==> src/rtl/spw_pkg.sv <==
// spw_pkg: SpaceWire control codes, character lengths and helpers for building characters.
package spw_pkg;
  localparam int CREDIT_MAX = 56;
  localparam logic [1:0] CODE_FCT = 2'b00;
  localparam logic [1:0] CODE_EOP = 2'b10;
  localparam logic [1:0] CODE_EEP = 2'b01;
  localparam logic [1:0] CODE_ESC = 2'b11;
  localparam logic [3:0] LEN_CTRL = 4'd4;
  localparam logic [3:0] LEN_DATA = 4'd10;
  localparam logic [3:0] LEN_NULL = 4'd8;
  localparam logic [3:0] LEN_TIME = 4'd14;
  typedef enum logic [1:0] {C_NULL, C_FCT, C_NCHAR, C_TIME} char_t;
  // Characters are packed with the first wire bit (P) in bit 0.
  function automatic logic [3:0] ctrl_char(input logic [1:0] code, input logic p);
    return {code[1], code[0], 1'b1, p};
  endfunction
  function automatic logic [9:0] data_char(input logic [7:0] d, input logic p);
    return {d, 1'b0, p};
  endfunction
endpackage

==> src/rtl/spw_ds_encoder.sv <==
// spw_ds_encoder: Data-Strobe encoder; exactly one of dout/sout toggles per bit_tick.
module spw_ds_encoder (
  input  logic clk,
  input  logic rst,
  input  logic bit_tick,
  input  logic bit_in,
  output logic dout,
  output logic sout
);
  logic dout_q, dout_d, sout_q, sout_d;
  always_comb begin
    dout_d = bit_tick ? bit_in : dout_q;
    sout_d = bit_tick ? sout_q ^ ~(bit_in ^ dout_q) : sout_q;
  end
  always_ff @(posedge clk) begin
    if (rst) begin
      dout_q <= 1'b0;
      sout_q <= 1'b0;
    end else begin
      dout_q <= dout_d;
      sout_q <= sout_d;
    end
  end
  assign dout = dout_q;
  assign sout = sout_q;
endmodule

==> src/rtl/tx_spw.sv <==
// tx_spw: SpaceWire character transmitter with DS encoding and FCT credit tracking.
// Define SPW_TX_TIMECODE_EN to enable the Time-Code path.
module tx_spw #(
  parameter int DIV_W      = 7,
  parameter int CREDIT_MAX = spw_pkg::CREDIT_MAX
) (
  input  logic             tx_clk,
  input  logic             tx_reset,
  input  logic             tx_enable,
  input  logic             tx_send_fct,
  input  logic             tx_send_data,
  input  logic [DIV_W-1:0] tx_clk_div,
  input  logic             tx_fct_req,
  output logic             tx_fct_ack,
  input  logic             rx_got_fct,
  input  logic [8:0]       tx_data_flag,
  input  logic             tx_data_valid,
  output logic             tx_data_ready,
  input  logic             tick_in,
  input  logic [7:0]       time_in,
  output logic             tx_dout,
  output logic             tx_sout,
  output logic [5:0]       tx_credit,
  output logic             tx_credit_error
);
  import spw_pkg::*;
  logic rst;
  logic [DIV_W-1:0] div_q, div_d;
  logic [3:0] left_q, left_d, len;
  logic [13:0] sh_q, sh_d, chr;
  logic par_q, par_d, par_nxt;
  logic [5:0] credit_q, credit_d;
  logic err_q, err_d;
  logic [6:0] credit_sum;
  logic bit_tick, load, tx_bit, nctrl, tick_v;
  logic [7:0] time_v;
  char_t sel;
  assign rst = tx_reset | ~tx_enable;
`ifdef SPW_TX_TIMECODE_EN
  logic tick_q, tick_d;
  logic [7:0] time_q, time_d;
  always_comb begin
    tick_d = tick_in && tx_send_data ? 1'b1 : load && sel == C_TIME ? 1'b0 : tick_q;
    time_d = tick_in && tx_send_data ? time_in : time_q;
  end
  always_ff @(posedge tx_clk) begin
    if (rst) begin
      tick_q <= 1'b0;
      time_q <= 8'd0;
    end else begin
      tick_q <= tick_d;
      time_q <= time_d;
    end
  end
  assign tick_v = tick_q;
  assign time_v = time_q;
`else
  logic unused_time;
  assign unused_time = ^{tick_in, time_in};
  assign tick_v = 1'b0;
  assign time_v = 8'd0;
`endif
  always_comb begin
    bit_tick = !rst && div_q == '0;
    div_d = bit_tick ? tx_clk_div : div_q - 1'b1;
    load = bit_tick && left_q == 4'd0;
    sel = tx_send_data && tick_v ? C_TIME
        : tx_send_fct && tx_fct_req ? C_FCT
        : tx_send_data && tx_data_valid && credit_q != 6'd0 ? C_NCHAR
        : C_NULL;
    nctrl = tx_data_flag[8];
    // Control chars take P = previous parity, data chars its complement.
    chr = sel == C_TIME ? {data_char(time_v, 1'b1), ctrl_char(CODE_ESC, par_q)}
        : sel == C_FCT ? {10'd0, ctrl_char(CODE_FCT, par_q)}
        : sel == C_NCHAR ? (nctrl ? {10'd0, ctrl_char({~tx_data_flag[0], tx_data_flag[0]}, par_q)}
                                  : {4'd0, data_char(tx_data_flag[7:0], ~par_q)})
        : {6'd0, ctrl_char(CODE_FCT, 1'b0), ctrl_char(CODE_ESC, par_q)};
    len = sel == C_TIME ? LEN_TIME
        : sel == C_FCT ? LEN_CTRL
        : sel == C_NCHAR ? (nctrl ? LEN_CTRL : LEN_DATA)
        : LEN_NULL;
    par_nxt = sel == C_TIME ? ^time_v
            : sel == C_NCHAR ? (nctrl ? 1'b1 : ^tx_data_flag[7:0])
            : 1'b0;
    tx_bit = load ? chr[0] : sh_q[0];
    sh_d = !bit_tick ? sh_q : load ? chr >> 1 : sh_q >> 1;
    left_d = !bit_tick ? left_q : load ? len - 4'd1 : left_q - 4'd1;
    par_d = load ? par_nxt : par_q;
    tx_data_ready = load && sel == C_NCHAR;
    tx_fct_ack = load && sel == C_FCT;
    credit_sum = {1'b0, credit_q} + (rx_got_fct ? 7'd8 : 7'd0) - {6'd0, tx_data_ready};
    credit_d = credit_sum > 7'(CREDIT_MAX) ? credit_q : credit_sum[5:0];
    err_d = err_q | (credit_sum > 7'(CREDIT_MAX));
  end
  always_ff @(posedge tx_clk) begin
    if (rst) begin
      div_q    <= '0;
      left_q   <= 4'd0;
      sh_q     <= 14'd0;
      par_q    <= 1'b0;
      credit_q <= 6'd0;
      err_q    <= 1'b0;
    end else begin
      div_q    <= div_d;
      left_q   <= left_d;
      sh_q     <= sh_d;
      par_q    <= par_d;
      credit_q <= credit_d;
      err_q    <= err_d;
    end
  end
  spw_ds_encoder u_ds (
    .clk(tx_clk),
    .rst(rst),
    .bit_tick(bit_tick),
    .bit_in(tx_bit),
    .dout(tx_dout),
    .sout(tx_sout)
  );
  assign tx_credit = credit_q;
  assign tx_credit_error = err_q;
endmodule
==> config.mk <==
export PLATFORM = sky130hd
export DESIGN_NAME = tx_spw
export DESIGN_NICKNAME = d
export VERILOG_FILES = /design/src/rtl/spw_pkg.sv /design/src/rtl/spw_ds_encoder.sv /design/src/rtl/tx_spw.sv
export SDC_FILE = /design/constraint.sdc
export NUM_CORES = 1
export LEC_CHECK = 0
export ABC_CLOCK_PERIOD_IN_PS = 8900
export CAP_MARGIN = 20
export CORE_MARGIN = 5
export CORE_UTILIZATION = 45
export DETAILED_ROUTE_END_ITERATION = 16
export HOLD_SLACK_MARGIN = 0.06
export PLACE_DENSITY = 0.73
export SLEW_MARGIN = 30
export SYNTH_ARGS = -nofsm -noshare
export SYNTH_HDL_FRONTEND = slang
export SYNTH_SLANG_ARGS = --single-unit
==> constraint.sdc <==
create_clock -name tx_clk -period 8.9 [get_ports tx_clk]
set_input_delay 1.335 -clock tx_clk [delete_from_list [all_inputs] [get_ports tx_clk]]
set_output_delay 1.335 -clock tx_clk [all_outputs]
set_load 0.02 [all_outputs]
* Word-level counts from Yosys, hierarchy flattened *
Cells that the tools add are included.

word-level totals
  flip-flop bits (word level) = 35
  input port bits = 33
  output and inout port bits = 11

operators by class
  add/subtract/negate cells = 5
  $lt $le $gt $ge = 1
  equality and inequality tests = 3
  mux-type cells = 18
  bitwise operators = 8
  reduce and logical (&&, ||, !) cells = 12

operators with widths
  kind                                                                   count
  10-bit 2-to-1 mux                                                      4
  4-bit 2-to-1 mux                                                       6
  13-bit 2-to-1 mux                                                      1
  8-bit parity                                                           1
  4-bit by 1-bit subtractor with 4-bit output (second input constant)    2
  6-bit by 4-bit adder with 7-bit output                                 1
  7-bit by 6-bit > comparator with 1-bit output (second input constant)  1
  1-bit logical AND                                                      7
  7-bit logical NOT                                                      1
  7-bit 2-to-1 mux                                                       1
  7-bit by 1-bit subtractor with 7-bit output                            1
  7-bit by 1-bit subtractor with 7-bit output (second input constant)    1
  6-bit nonzero test                                                     1
  2-bit == test (second input constant)                                  2
  4-bit logical NOT                                                      1
  1-bit 2-to-1 mux                                                       4
  2-bit 2-to-1 mux                                                       2
  1-bit inverter                                                         4
  2-bit by 1-bit == test with 1-bit output (second input constant)       1
  1-bit OR                                                               2
  1-bit XOR                                                              2
  1-bit logical NOT                                                      1

* Longest topological paths before layout *
Gate-level depths: netlist of run 1.

  depth after elaboration = 12
  gate-level depth with buffers = 17
  mapped depth without buffers = 15

* By module *
From an unflattened synthesis of run 1, not the netlist that was laid out.

second synthesis, totals
  cell total of the unflattened synthesis = 214
  area total of the unflattened synthesis = 1803.0 um^2

modules (own cells, without submodules)
  module          times used  cells an instance  area each (um^2)
  tx_spw          1           205                1716.6
  spw_ds_encoder  1           9                  86.3

* Least setup slack after synthesis of run 1 *
Ideal clock, no wire load.

  kind = input -> register
  start = input tx_enable
  end = register credit_q[5] (netlist: tx_credit[5])
  setup time = 0.087 ns
  data arrival time = 4.523 ns
  setup slack = 4.290 ns
  cell stages on the path = 17
  path buffers = 3
  cell sequence = nor2b_1 > clkbuf_1 > and4b_1 > clkbuf_1 > nand2_1 > nor2_1 > ha_1 > inv_1 > ha_1 > fa_1 > a21o_1 > a21oi_1 > xnor2_1 > o41ai_2 > buf_2 > nand3_1 > o31ai_1

between the ends
  cells in the longest elaborated chain, start to end = 8

ends and longest elaborated chain
  what                                             RTL line       text
  start, declared                                  tx_spw.sv:9    input logic tx_enable,
  1-bit inverter (*)                               tx_spw.sv:38   assign rst = tx_reset | ~tx_enable;
  1-bit OR (*)                                     tx_spw.sv:38
  1-bit logical NOT (*)                            tx_spw.sv:64   bit_tick = !rst && div_q == '0;
  1-bit logical AND (*)                            tx_spw.sv:64
  1-bit logical AND (*)                            tx_spw.sv:66   load = bit_tick && left_q == 4'd0;
  1-bit logical AND (*)                            tx_spw.sv:89   tx_data_ready = load && sel == C_NCHAR;
  named net tx_data_ready                          tx_spw.sv:18   output logic tx_data_ready,
  7-bit by 1-bit subtractor with 7-bit output (*)  tx_spw.sv:91   credit_sum = {1'b0, credit_q} + (rx_got_fct ? 7'd8 : 7'd0) - {6'd0, tx_data_ready};
  7-bit by 6-bit > comparator with 1-bit output    tx_spw.sv:92   credit_d = credit_sum > 7'(CREDIT_MAX) ? credit_q : credit_sum[5:0];
  end signal, assigned                             tx_spw.sv:108  credit_q <= credit_d;
  end, declared                                    tx_spw.sv:32   logic [5:0] credit_q, credit_d;

Mark *: on every way through the listed nets, which the timed path passes. The rest lies on a longest branch.
A chain may end at the register's enable or synchronous reset.

* Final worst setup path of run 1 *
  start = input tx_enable
  end = register credit_q[4] (netlist: tx_credit[4])

between the ends
  cells in the longest elaborated chain, start to end = 8

ends and longest elaborated chain
  what                                           RTL line
  1-bit inverter (*)                             tx_spw.sv:38
  1-bit OR (*)                                   tx_spw.sv:38
  1-bit logical NOT                              tx_spw.sv:64
  1-bit logical AND                              tx_spw.sv:64
  1-bit logical AND                              tx_spw.sv:66
  1-bit logical AND                              tx_spw.sv:89
  7-bit by 1-bit subtractor with 7-bit output    tx_spw.sv:91
  7-bit by 6-bit > comparator with 1-bit output  tx_spw.sv:92

Mark *: on every way between the ends. The rest lies on a longest branch, timed or not.

==> flow_summary.toml, run 1 <==
[outcome]
status = "finished clean"

[finish]
fillCellCount = 374
fin_area_sq_um = 2360
utilization_pct = 58.2
area.sequential_sq_um = 601
layout-drive-gt1-share_pct = 9.96
diodes = 0
syn_to_final_growth_pct = 23.3
final_cells = 301
multi_input_area_sq_um = 1190
fin_nets = 295

[clocking]
ctsLongestPathBuffers = 2
tritoncts = "built"
cts_root_buf = "clkbuf_8"
clkLatencyLatePin_ps = 290
post_cts.repair.setup_buffers = 0
cts_hold_buf = 0
path_clk_slew_ps = 60
cts.sinks = 30
cts_made_buffers = 5
htreeDepth = 2
cts_resized = 0

[placement]
placed_cells = 293
gp_congestion = 0.792
dp_hpwl_mm = 2.92
portBuffers = 34
dp_slack_ps = 3080
placed_area_sq_um = 2260

[synth]
synth_cell_types = 52
synthDominantCellAreaShare_pct = 31.4
ys_warn_count = 0
ys_ff_latch = 30
synth-seq-area-share_pct = 31.4
synth_cells = 219
async_reset_ff_share_pct = 0
synth_area_sq_um = 1910
yosysMostFrequentCell = "dfxtp_1"
synth_edf_count = 0
yosys-top-cells-area = "dfxtp_1 (31%), ha_1 (7.2%), xnor2_1 (5.9%)"
syn_nets = 264
synth_top_cells_by_count = "dfxtp_1 (30), nor2_1 (28), inv_1 (17)"
avgSynthCellArea_sq_um = 8.74
synth_top_area_cell = "dfxtp_1"
synthFlopType = "dfxtp_1"

[worst_setup_path]
arrival_ps = 5400
cp_slowest_cell = "and4b_1"
startpoint = "tx_enable"
timing.rr.start = "div_q[3]"
rrSetupSlack_ps = 4750
end_kind = "flip-flop"
cp-start-kind = "input pin"
slowest_delay_ps = 630
reg2reg_depth = 14
required_ps = 9030
r2r-end = "tx_credit[4]"
path_class = "in2reg"
critPathMaxFanout = 17
cp_cell_sequence = "clkdlybuf4s50_1 -> nor2b_1 -> buf_4 -> and4b_1 -> nand2_1 -> nor2_1 -> ha_1 -> inv_1 -> ha_1 -> fa_1 -> a21o_1 -> a21oi_1 -> xnor2_1 -> o41ai_4 -> or2_2 -> a21oi_1"

[grt]
first_global_vias = 1482
grt_pass1_wl_mm = 6.40
grt.overflow.total = 0
grt_max_degree = 29
grt.total_usage_pct = 14.8
antenna_found_initial = 0

[min_path]
hold_depth = 2
min-delay-start = "sh_q[2]"
hold-path-endpoint = "sh_q[2]"
holdCritPathClass = "reg2reg"

[detailed_routing]
first_iter_violations = 93
routedWlPerCell_um = 13.1
via_per_inst = 5.37
first_pass_iters = 4
drc = 0
drt_wl_total_mm = 3.93
ant_nets = 0
vias = 1616

[sta]
maxSlewViolCount = 0
whs_ps = 473
post-route-min-period_ps = 5260
rsz0062_at_grt = "no"
clock_skew_ps = 4.32
setup_slack_ps = 3640
fin_tns_setup_ps = 0
finalHoldViolations = 0
fmax_mhz = 190
finalSetupViolCount = 0
post-route-period-util_pct = 59.1
slew_headroom_pct = 46.1
max_slew.worst_pin.slew_ps = 808

[power]
powerDensity_nw_per_um2 = 200
power_mw = 0.471
ir_drop_v = 0.000111
leakage_nw = 0.889

[floorplan]
boundaryPins = 44
die_x_um = 75.2
die_y_um = 75.2
rows = 23
initial_core_util_pct = 47.2
coreArea_sq_um = 4060
die_area_sq_um = 5660

[job]
cap_viol_max_count = 0
==> layout by cell type, fill, tap and decap left out, types with 4 or more instances in the layout <==
master,count
nand3_1,10
inv_1,17
o31ai_1,4
o21ai_0,10
nor2_1,28
clkbuf_8,6
xnor2_1,13
a21oi_1,12
xor2_1,4
a221oi_1,4
a211oi_1,7
dfxtp_1,30
nor3_1,4
nand2_1,13
clkdlybuf4s50_1,34
ha_1,11
==> where the power goes <==
group | internal, mW | switching (mW) | leakage (nW) | total (mW)
sequential | 0.150 | 0.0154 | 0.244 | 0.166
combinational | 0.0876 | 0.103 | 0.596 | 0.191
clock | 0.0623 | 0.0521 | 0.0482 | 0.114
total | 0.300 | 0.171 | 0.889 | 0.471
==> registers in the layout, indices dropped and copies added (netlist names) <==
signal	cells
tx_credit	6
par_q	1
u_ds.dout	1
tx_credit_error	1
sh_q	9
u_ds.sout	1
div_q	7
left_q	4
==> logic make-up (layout without fill, tap and decap cells) <==
group	Yosys count	in the layout	share of synthesized area, %
simple gates	73	73	22.2
fa+ha+maj	12	12	8.24
xor+xnor	17	17	7.78
buf+inv	28	60	6.80
compound gates	57	57	22.6
mux	2	2	1.11
flops	30	30	31.4
==> final cells by class <==
cell class | count | share of cell area, %
Multi-Input combinational cell | 161 | 50.6
Sequential cell | 30 | 25.4
Timing Repair Buffer | 35 | 14.7
Clock buffer | 7 | 3.66
Inverter | 17 | 2.70
Tap cell | 50 | 2.65
Clock inverter | 1 | 0.212
==> critical path: cells and delay by family <==
kind                     cells  cell delay (ps)
AO/OA/AOI/OAI                4              950
AND/OR/NAND/NOR              5             1410
buffers and inverters        3              760
adder cells (fa/ha/maj)      3              810
XOR/XNOR                     1              140
==> routing by layer <==
metal / vias to the layer above / wire length [um] / GRT usage, %
met5: - / 0 / 0
met3: 6 / 185 / 4.01
met1: 728 / 1870 / 19.1
li1: 849 / - / -
met4: 0 / 61 / 6.41
met2: 33 / 1810 / 23.3
==> how the worst max path moves through the flow <==
stage and end:
2_1_floorplan tx_credit[5], 4_1_cts tx_credit[4], 6_report tx_credit[4], 3_5_place_dp tx_credit[4], 3_3_place_gp tx_credit[4], 5_1_grt tx_credit[4]
Power figures use the tool's default switching activity.
==> inputs of run 2 (changes only) <==
--- a/config.mk
+++ b/config.mk
@@ -5,13 +5,13 @@
 export SDC_FILE = /design/constraint.sdc
 export NUM_CORES = 1
 export LEC_CHECK = 0
-export ABC_CLOCK_PERIOD_IN_PS = 8900
+export ABC_CLOCK_PERIOD_IN_PS = 4310
 export CAP_MARGIN = 20
 export CORE_MARGIN = 5
 export CORE_UTILIZATION = 45
 export DETAILED_ROUTE_END_ITERATION = 16
 export HOLD_SLACK_MARGIN = 0.06
-export PLACE_DENSITY = 0.73
+export PLACE_DENSITY = 0.76
 export SLEW_MARGIN = 30
 export SYNTH_ARGS = -nofsm -noshare
 export SYNTH_HDL_FRONTEND = slang
==> constraint.sdc (replaced) <==
create_clock -name tx_clk -period 4.31 [get_ports tx_clk]
set_input_delay 0.6465 -clock tx_clk [delete_from_list [all_inputs] [get_ports tx_clk]]
set_output_delay 0.6465 -clock tx_clk [all_outputs]
set_load 0.02 [all_outputs]
==> run 2 against run 1 <==
  * Routed wire length grew 3.6%
  * Die area did not move
  * Worst setup slack worse by 3000 ps
  * Cell count rose by 1.0%
  * First-iteration DRC count rose by 6.5%
  * Critical endpoint unchanged
==> flow_summary.toml, run 2 (synthesis gave the netlist of run 1 again) <==
[power]
powerDensity_nw_per_um2 = 421
seqPwrFrac_pct = 34.1
combPwrFrac_pct = 39.7
ir_drop_v = 0.000298
p_switching_mw = 0.348
leakage_nw = 0.905
p_int_mw = 0.659
clkPwrFrac_pct = 26.2
p_sw_share_pct = 34.6

[sta]
finalHoldViolations = 0
fin_tns_setup_ps = 0
post-route-min-period_ps = 3660
maxSlewViolCount = 0
post-route-period-util_pct = 84.9
fmax_mhz = 273
clock_skew_ps = 1.35
whs_ps = 477
max_slew.worst_pin.slew_ps = 822
slew_headroom_pct = 45.2
rsz0062_at_grt = "no"
finalSetupViolCount = 0

[clocking]
cts.sinks = 30
clkLatencyLatePin_ps = 280
cts_root_buf = "clkbuf_8"
tritoncts = "built"
htreeDepth = 2
ctsLongestPathBuffers = 2
cts_hold_buf = 0
cts_resized = 0
post_cts.repair.setup_buffers = 0
cts_made_buffers = 5
path_clk_slew_ps = 60

[grt]
grt_pass1_wl_mm = 6.83
grt.overflow.total = 0
antenna_found_initial = 0
grt_busiest_layer = "met2"
grt_max_degree = 29
use_met1_pct = 20.2
first_global_vias = 1575
grt.total_usage_pct = 15.8
met3_usage_pct = 3.20
grtUsageMet2_pct = 26.0

[finish]
regMostFlops = "sh_q"
syn_to_final_growth_pct = 24.9
final_common_cell = "clkdlybuf4s50_1"
fin_nets = 298
mostFrequentLayoutCells = "clkdlybuf4s50_1 (34), dfxtp_1 (30), nor2_1 (28), inv_1 (17)"
utilization_pct = 58.9
largest_register_ffs = 9
layout-drive-gt1-share_pct = 11.4
fin_area_sq_um = 2390
diodes = 0
fillCellCount = 386

[floorplan]
die_area_sq_um = 5660
die_y_um = 75.2
boundaryPins = 44
initial_core_util_pct = 47.2
die_x_um = 75.2
coreArea_sq_um = 4060
rows = 23

[worst_setup_path]
cp-start-kind = "input pin"
arrival_ps = 3860
rrSetupSlack_ps = 870
end_kind = "flip-flop"
critPathMaxFanout = 13
path_class = "in2reg"
required_ps = 4510

[detailed_routing]
vias = 1636
first_pass_iters = 6
routedWlPerCell_um = 13.4
ant_nets = 0
drc = 0
via_per_inst = 5.38
drt_wl_total_mm = 4.07
first_iter_violations = 99

[min_path]
holdCritPathClass = "reg2reg"

[placement]
dp_hpwl_mm = 3.00
placed_area_sq_um = 2280
portBuffers = 34
gp_congestion = 0.825

[outcome]
status = "finished clean"

[job]
cap_viol_max_count = 0
[run 2: changes by cell type in the layout (fill, tap and decap cells not counted), sizes merged]
cell and delta:
clkbuf +1, clkinv -1, buf +3
[run 2: cell type report]
type,count,area (sq um),area share [%]
inverters,17,63.8,2.67
repair buffers,38,370,15.5
well taps,50,62.6,2.62
multi-input cells,161,1180,49.5
clock buffers,8,110,4.60
flip-flops and latches,30,601,25.1
[run 2: metrics by stage]
step / cells / worst slack (ps) / power, mW
final: 304 / 649 / 1.01
after global routing: 304 / 388 / 1.07
after CTS: 304 / 624 / 1.01
after detailed placement: 296 / 349 / 0.745
after global placement: 296 / 377 / 0.736
after floorplan: 219 / 388 / 0.639
[run 2: worst paths after layout]
kind / depth (start not counted) / from / to
max: 16 / tx_enable / tx_credit[4]
min: 1 / div_q[0] / div_q[0]
max reg2reg: 15 / div_q[3] / tx_credit[4]
min reg2reg: 1 / div_q[0] / div_q[0]
[run 2: layer usage]
layer	share of wire [%]	vias up
li1	-	851
met4	1.4	0
met5	0	-
met2	48	27
met3	4.2	7
met1	47	751
[run 2: power groups by stage]
stage	Sequential (mW)	Clock (mW)	Combinational, mW
2_1_floorplan	0.358	0	0.281
3_5_place_dp	0.349	0	0.395
3_3_place_gp	0.348	0	0.388
5_1_grt	0.349	0.277	0.448
4_1_cts	0.343	0.268	0.400
6_report	0.343	0.264	0.399
[run 2: worst max-delay path, stage by stage]
cell and delay (ps):
clkdlybuf4s50_1 470, nor2b_1 190, and4b_1 260, nand2_1 110, nor2_1 160, ha_1 160, inv_1 40, ha_1 210
fa_1 410, a21o_1 170, a21oi_1 160, xnor2_1 200, o41ai_2 90, buf_4 200, or2_2 280, a21oi_1 110
==> edit 1 (config.mk and constraints of run 1) <==
Change the parameter `DIV_W` from 7 to 5.
--- a/src/rtl/tx_spw.sv
+++ b/src/rtl/tx_spw.sv
@@ -2,5 +2,5 @@
 // Define SPW_TX_TIMECODE_EN to enable the Time-Code path.
 module tx_spw #(
-  parameter int DIV_W      = 7,
+  parameter int DIV_W      = 5,
   parameter int CREDIT_MAX = spw_pkg::CREDIT_MAX
 ) (
Interface: changed (resized tx_clk_div); port bits go from 44 to 42. No check against the original RTL was run, so the function may have changed too.
==> edit 1 against run 1 <==
Sequential cell count is 2 lower. Hold slack worse by 17 ps. Synthesized area is 8.9% lower. First-iteration DRC count is 13% lower. Via count is 4.4% lower. Critical path depth is 1 lower. Count of clock-buffer cells in the layout is 3 lower. Wire length is 3.6% lower. Setup slack worse by 110 ps. Non-clock buffer count is 2 lower. Combinational power is 18% lower. Sequential power is 11% lower. Power is 19% lower. Design area is 8.5% lower. Critical endpoint is now tx_credit[3]. Largest cell class unchanged.
==> edit 1: results (changes against run 1) <==
The run finished with clean final reports. The HPWL reported at the end of detailed placement was 2851 µm (-2.5%). By area the synthesized netlist is led by sky130_fd_sc_hd__dfxtp_1 32%, sky130_fd_sc_hd__ha_1 7.9%, sky130_fd_sc_hd__xnor2_1 6.0%, sky130_fd_sc_hd__nand2_1 4.3%, sky130_fd_sc_hd__a21oi_1 4.0%.

The peak fanout along the critical path was 23 (+6). The number of buffers added on ports is 32 (-5.9%). For this design, the slowest cell found on the critical path is sky130_fd_sc_hd__a41oi_2.

The overall fraction of global-route tracks in use came out at 14.54% (-0.29 points). The cell count after placement came to 283 (-3.4%). The worst path arrival time is 5550 ps (+150 ps). The worst-margin pin slew is 944.5 ps (+136.4 ps). The clock slew seen by the registers of the worst setup and hold paths is 90 ps (+30 ps). The share of synthesized area occupied by flip-flops and latches was 32.14% (+0.77 points). The post-synthesis cell count is 209 (-4.6%).

The worst vdd rail ir drop came to 0.0001155 V (+3.7%). The first-pass GRT wire length came out at 6334 µm (-0.97%). Sorting the synthesized cells by how often they occur yields 28 x sky130_fd_sc_hd__dfxtp_1, 20 x sky130_fd_sc_hd__nand2_1, 18 x sky130_fd_sc_hd__nor2_1, 14 x sky130_fd_sc_hd__a21oi_1, 14 x sky130_fd_sc_hd__inv_1.

The post-cts resize count came to 0 (unchanged). The leftover overflow at the end of global routing came out at 0 (unchanged). The post-synthesis net count came out at 252 (-4.5%). The via count of the first global-routing pass is 1420 (-4.2%). The number of different library cells in the post-synthesis netlist came out at 42 (-19%). The number of filler cells placed in the layout came out at 355 (-5.1%). The proportion of layout cells with a drive suffix above 1 came out at 5.858% (-4.1 points). The peak per-stage delay on the critical path came out at 510 ps (-120 ps). The worst-skew pair later-pin latency is 270 ps (-20 ps). The number of levels the H-tree was split into was 1 (-1).

The largest clock skew in the final design is 1.930 ps (-2.388 ps). The number of buffers added by the clock tree synthesis step is 3 (-2). The per-cell routed wire length came out at 13.21 µm (+1.1%). The number of DRC markers in iteration 0 is 81 (-13%). The routed via count came out at 1545 (-4.4%).

The global placement routability congestion came out at 0.8668 (+9.5%). The average vias per placed instance is 5.383 (+0.27%).
## edit 1: through the flow
step / instance area (µm²) / setup slack (ps)
detailed placement: 2106 / 3234
CTS: 2161 / 3516
finish: 2161 / 3523
global route: 2161 / 3174
floorplan: 1744 / 4164
global placement: 2106 / 3283
## edit 1: final cells by class
cell class / instances / area share [%]
Timing Repair Buffer: 33 / 15.17
Sequential cell: 28 / 25.94
Tap cell: 48 / 2.779
Inverter: 14 / 2.432
Clock buffer: 4 / 2.548
Multi-Input combinational cell: 160 / 51.13
## edit 1: cells by family (layout without fill, tap and decap cells)
| family | after synthesis | after routing | synth area share, % |
|---|---|---|---|
| AO/OA/AOI/OAI | 53 | 53 | 20.52 |
| AND/OR/NAND/NOR | 73 | 73 | 21.95 |
| flip-flops | 28 | 28 | 32.14 |
| XOR/XNOR | 14 | 14 | 7.030 |
| adder cells (fa/ha/maj) | 12 | 12 | 9.039 |
| multiplexers | 8 | 8 | 4.806 |
| buffers and inverters | 21 | 51 | 4.520 |
## edit 1: final timing paths
path	slack, ps	start	endpoint	cells past startpoint
hold / removal	460	tx_credit_error	tx_credit_error	2
setup reg to reg	4540	div_q[0]	tx_credit[3]	15
hold reg to reg	460	tx_credit_error	tx_credit_error	2
setup / recovery	3520	tx_enable	tx_credit[3]	15
## edit 1: metal layers
| layer | up-vias | wire (µm) | track usage [%] |
|---|---|---|---|
| li1 | 807 | - | - |
| met1 | 700 | 1941 | 20.37 |
| met4 | 0 | 8 | 1.461 |
| met2 | 36 | 1611 | 23.15 |
| met5 | - | 0 | 0 |
| met3 | 2 | 229 | 3.878 |
## edit 1: worst reg2reg max path, cell delays in order, from the launching register on
cell                      delay, ps
sky130_fd_sc_hd__dfxtp_1        340
sky130_fd_sc_hd__inv_1           80
sky130_fd_sc_hd__ha_1           190
sky130_fd_sc_hd__nor4b_4        310
sky130_fd_sc_hd__and2_1         450
sky130_fd_sc_hd__nand2_1        250
sky130_fd_sc_hd__nor3_1         420
sky130_fd_sc_hd__ha_1           210
sky130_fd_sc_hd__inv_1           40
sky130_fd_sc_hd__ha_1           210
sky130_fd_sc_hd__fa_1           410
sky130_fd_sc_hd__a21o_1         180
sky130_fd_sc_hd__a21oi_1        170
sky130_fd_sc_hd__xor2_1         110
sky130_fd_sc_hd__a41oi_2        510
sky130_fd_sc_hd__mux2_2         400
## edit 1: power breakdown
part,total [µW],switching (µW),leakage (µW),internal [µW]
Sequential,147,10.1,0.000228,137
Clock,78.5,38.8,0.0000288,39.6
Combinational,157,83.0,0.000549,74.1
==> edit 2 (flow settings as in run 1) <==
Made on the original files. Put one more register stage on the output `tx_credit`, with the module's reset. The value now appears one clock later. The other outputs are not delayed to match.
--- a/src/rtl/tx_spw.sv
+++ b/src/rtl/tx_spw.sv
@@ -118,5 +118,11 @@
     .sout(tx_sout)
   );
-  assign tx_credit = credit_q;
+  always_ff @(posedge tx_clk) begin
+    if (rst) begin
+      tx_credit <= '0;
+    end else begin
+      tx_credit <= credit_q;
+    end
+  end
   assign tx_credit_error = err_q;
 endmodule
Function: changed (Yosys sat finds a counterexample within 4 cycles, from zero or initial values).
==> edit 2 against run 1 <==
Synthesized area up 5.5%. Design area rose by 5.0%. Wire length grew 6.5%. Global-route usage decreased by 0.61 points. Sequential cell count up 6. Sequential power rose by 8%. Core utilization shrank 1.2 points. Non-clock buffer count unchanged. Power down 5.4%. Setup slack better by 480 ps. Critical path type unchanged. Critical endpoint is now credit_q[0].
==> edit 2: results (changes against run 1) <==
In the final layout, the registers with the most flip-flops are sh_q x9, div_q x7. The post-CTS setup repair buffer count came out at 0 (unchanged). The share of synthesized area occupied by flip-flops and latches came to 35.69% (+4.3 points). The average vias per placed instance came out at 5.484 (+2.2%). The peak fanout along the critical path came out at 11 (-6). The initial antenna violation count came out at 0 (unchanged). The number of different library cells in the post-synthesis netlist came out at 50 (-3.8%).

The met3 usage in global routing is 3.513% (-0.49 points). The number of DRC markers in iteration 0 is 118 (+27%). The static leakage power is 0.0009309 µW (+4.7%). The share of flip-flops with an asynchronous set or reset is 0% (unchanged). The length in cells of the worst reg-to-reg path came out at 14 (unchanged). The global routing usage on met2 is 21.73% (-1.6 points). The number of levels the H-tree was split into came out at 2 (unchanged). After clock tree synthesis, the clock-pin slew on the worst setup and hold paths is 70 ps. The worst-skew pair later-pin latency is 290 ps (about the same). The number of filler cells placed in the layout came out at 390 (+4.3%).

The post-synthesis net count came out at 278 (+5.3%). The slowest stage of the critical path belongs to the cell sky130_fd_sc_hd__o41ai_4. The via count of the first global-routing pass came out at 1535 (+3.6%). The number of buffers added by the clock tree synthesis step came to 5 (unchanged). The number of hold-repair buffers added at the cts stage is 0 (unchanged). Sorting the synthesized cells by area gives the leading types as sky130_fd_sc_hd__dfxtp_1 36%, sky130_fd_sc_hd__ha_1 6.8%, sky130_fd_sc_hd__nor2_1 6.1%, sky130_fd_sc_hd__xnor2_1 5.2%, sky130_fd_sc_hd__a211oi_1 3.7%. The worst path arrival time came out at 4960 ps (-440 ps). The worst-margin pin slew came out at 884.6 ps (+76.43 ps). The number of inserted diodes came to 0 (unchanged). The worst hold path cell count came out at 1 (-1). The post-cts resize count is 0 (unchanged). Ranked by instance count, the synthesized netlist is headed by 36 x sky130_fd_sc_hd__dfxtp_1, 33 x sky130_fd_sc_hd__nor2_1, 16 x sky130_fd_sc_hd__inv_1, 15 x sky130_fd_sc_hd__nand2_1, 12 x sky130_fd_sc_hd__xnor2_1. The final net count is 310 (+5.1%). The overall fraction of global-route tracks in use is 14.21% (-0.61 points). The number of warning messages in the yosys log came out at 0 (unchanged). The HPWL reported at the end of detailed placement came out at 3168 µm (+8.4%). The per-cell routed wire length is 13.17 µm (+0.84%). The largest clock skew in the final design is 5.633 ps (+1.316 ps). The peak per-stage delay on the critical path is approximately 640 ps. The largest buffer count on any clock path was 2 (unchanged). The proportion of layout cells with a drive suffix above 1 is 7.143% (-2.8 points). The worst min-delay path class is reg2reg.

In this design, the largest share of critical-path delay is due to compound AO/OA/AOI/OAI gates. The number of buffers added on ports came out at 34 (unchanged). The worst vdd rail ir drop was 0.00007767 V (-30%). The global placement routability congestion was 0.7841 (-0.95%). Clock tree synthesis selected as its root buffer the cell sky130_fd_sc_hd__clkbuf_8. The maximum number of pins on one net before global-route repair is 25 (-14%). The first-pass GRT wire length came out at 7024 µm (+9.8%). The iteration count of the initial detailed-routing pass was 4 (unchanged).

The met1 global-route usage is 19.11% (+0.031 points). The run finished with clean final reports.
edit 2: cell count changes after synthesis, moves of 4 or more:
cell | before | now
sky130_fd_sc_hd__nand3_1 | 10 | 1
sky130_fd_sc_hd__clkbuf_1 | 4 | 8
sky130_fd_sc_hd__dfxtp_1 | 30 | 36
sky130_fd_sc_hd__nor2_1 | 28 | 33
edit 2: cell families after synthesis:
kind of cell	count (synthesis)	synth area share, %
simple gates	81	21.31
buf+inv	26	5.081
fa+ha+maj	12	7.807
xor+xnor	13	5.638
mux	6	3.222
flops	36	35.69
compound gates	59	21.25
edit 2: worst paths after layout:
path,to,slack [ps],from
worst max-delay path,credit_q[0],4120,tx_send_fct
worst min register to register,div_q[0],470,div_q[0]
worst min-delay path,div_q[0],470,div_q[0]
worst max register to register,credit_q[0],4720,credit_q[5]
edit 2: worst reg2reg max path, cell delays in order, from the launching register on:
cell and delay [ps]:
sky130_fd_sc_hd__dfxtp_1 340, sky130_fd_sc_hd__inv_1 120, sky130_fd_sc_hd__ha_1 160, sky130_fd_sc_hd__or4b_1 480, sky130_fd_sc_hd__o211ai_1 740, sky130_fd_sc_hd__nor2_1 150, sky130_fd_sc_hd__ha_1 230, sky130_fd_sc_hd__inv_1 50
sky130_fd_sc_hd__ha_1 180, sky130_fd_sc_hd__fa_1 220, sky130_fd_sc_hd__a21o_1 140, sky130_fd_sc_hd__a21oi_2 60, sky130_fd_sc_hd__xnor2_1 170, sky130_fd_sc_hd__o41ai_4 640, sky130_fd_sc_hd__mux2_2 400
edit 2: area by class of cell:
cell class / instances / area [µm²] / area share, %
clock buffer: 8 / 90.09 / 3.633
inverter: 16 / 60.06 / 2.422
multi-input combinational: 171 / 1196 / 48.23
sequential: 36 / 720.7 / 29.06
tap: 52 / 65.06 / 2.624
timing repair buffer: 35 / 347.8 / 14.03
edit 2: routing by layer:
layer / wire length (µm) / up-vias / part of all wire, %
li1: - / 894 / -
met1: 2039 / 805 / 49
met2: 1832 / 40 / 44
met3: 248 / 5 / 5.9
met4: 68 / 0 / 1.6
met5: 0 / - / 0
edit 2: stage by stage:
stage | std cells | worst slack, ps | hold WS, ps | total power, µW | area (µm²)
after floorplan | 233 | 4424 | 429.6 | 294.5 | 2019
after CTS | 318 | 4098 | 469.2 | 449.9 | 2480
final | 318 | 4115 | 467.8 | 445.8 | 2480
after detailed placement | 310 | 3812 | 460.0 | 330.9 | 2390
after global routing | 318 | 3851 | 498.7 | 470.1 | 2480
after global placement | 310 | 3868 | 445.7 | 329.4 | 2390
edit 2: where the power goes:
| group | total [µW] | internal, µW | switching, µW |
|---|---|---|---|
| sequential | 180 | 172 | 8.56 |
| combinational | 146 | 69.3 | 77.0 |
| clock | 119 | 63.1 | 56.0 |
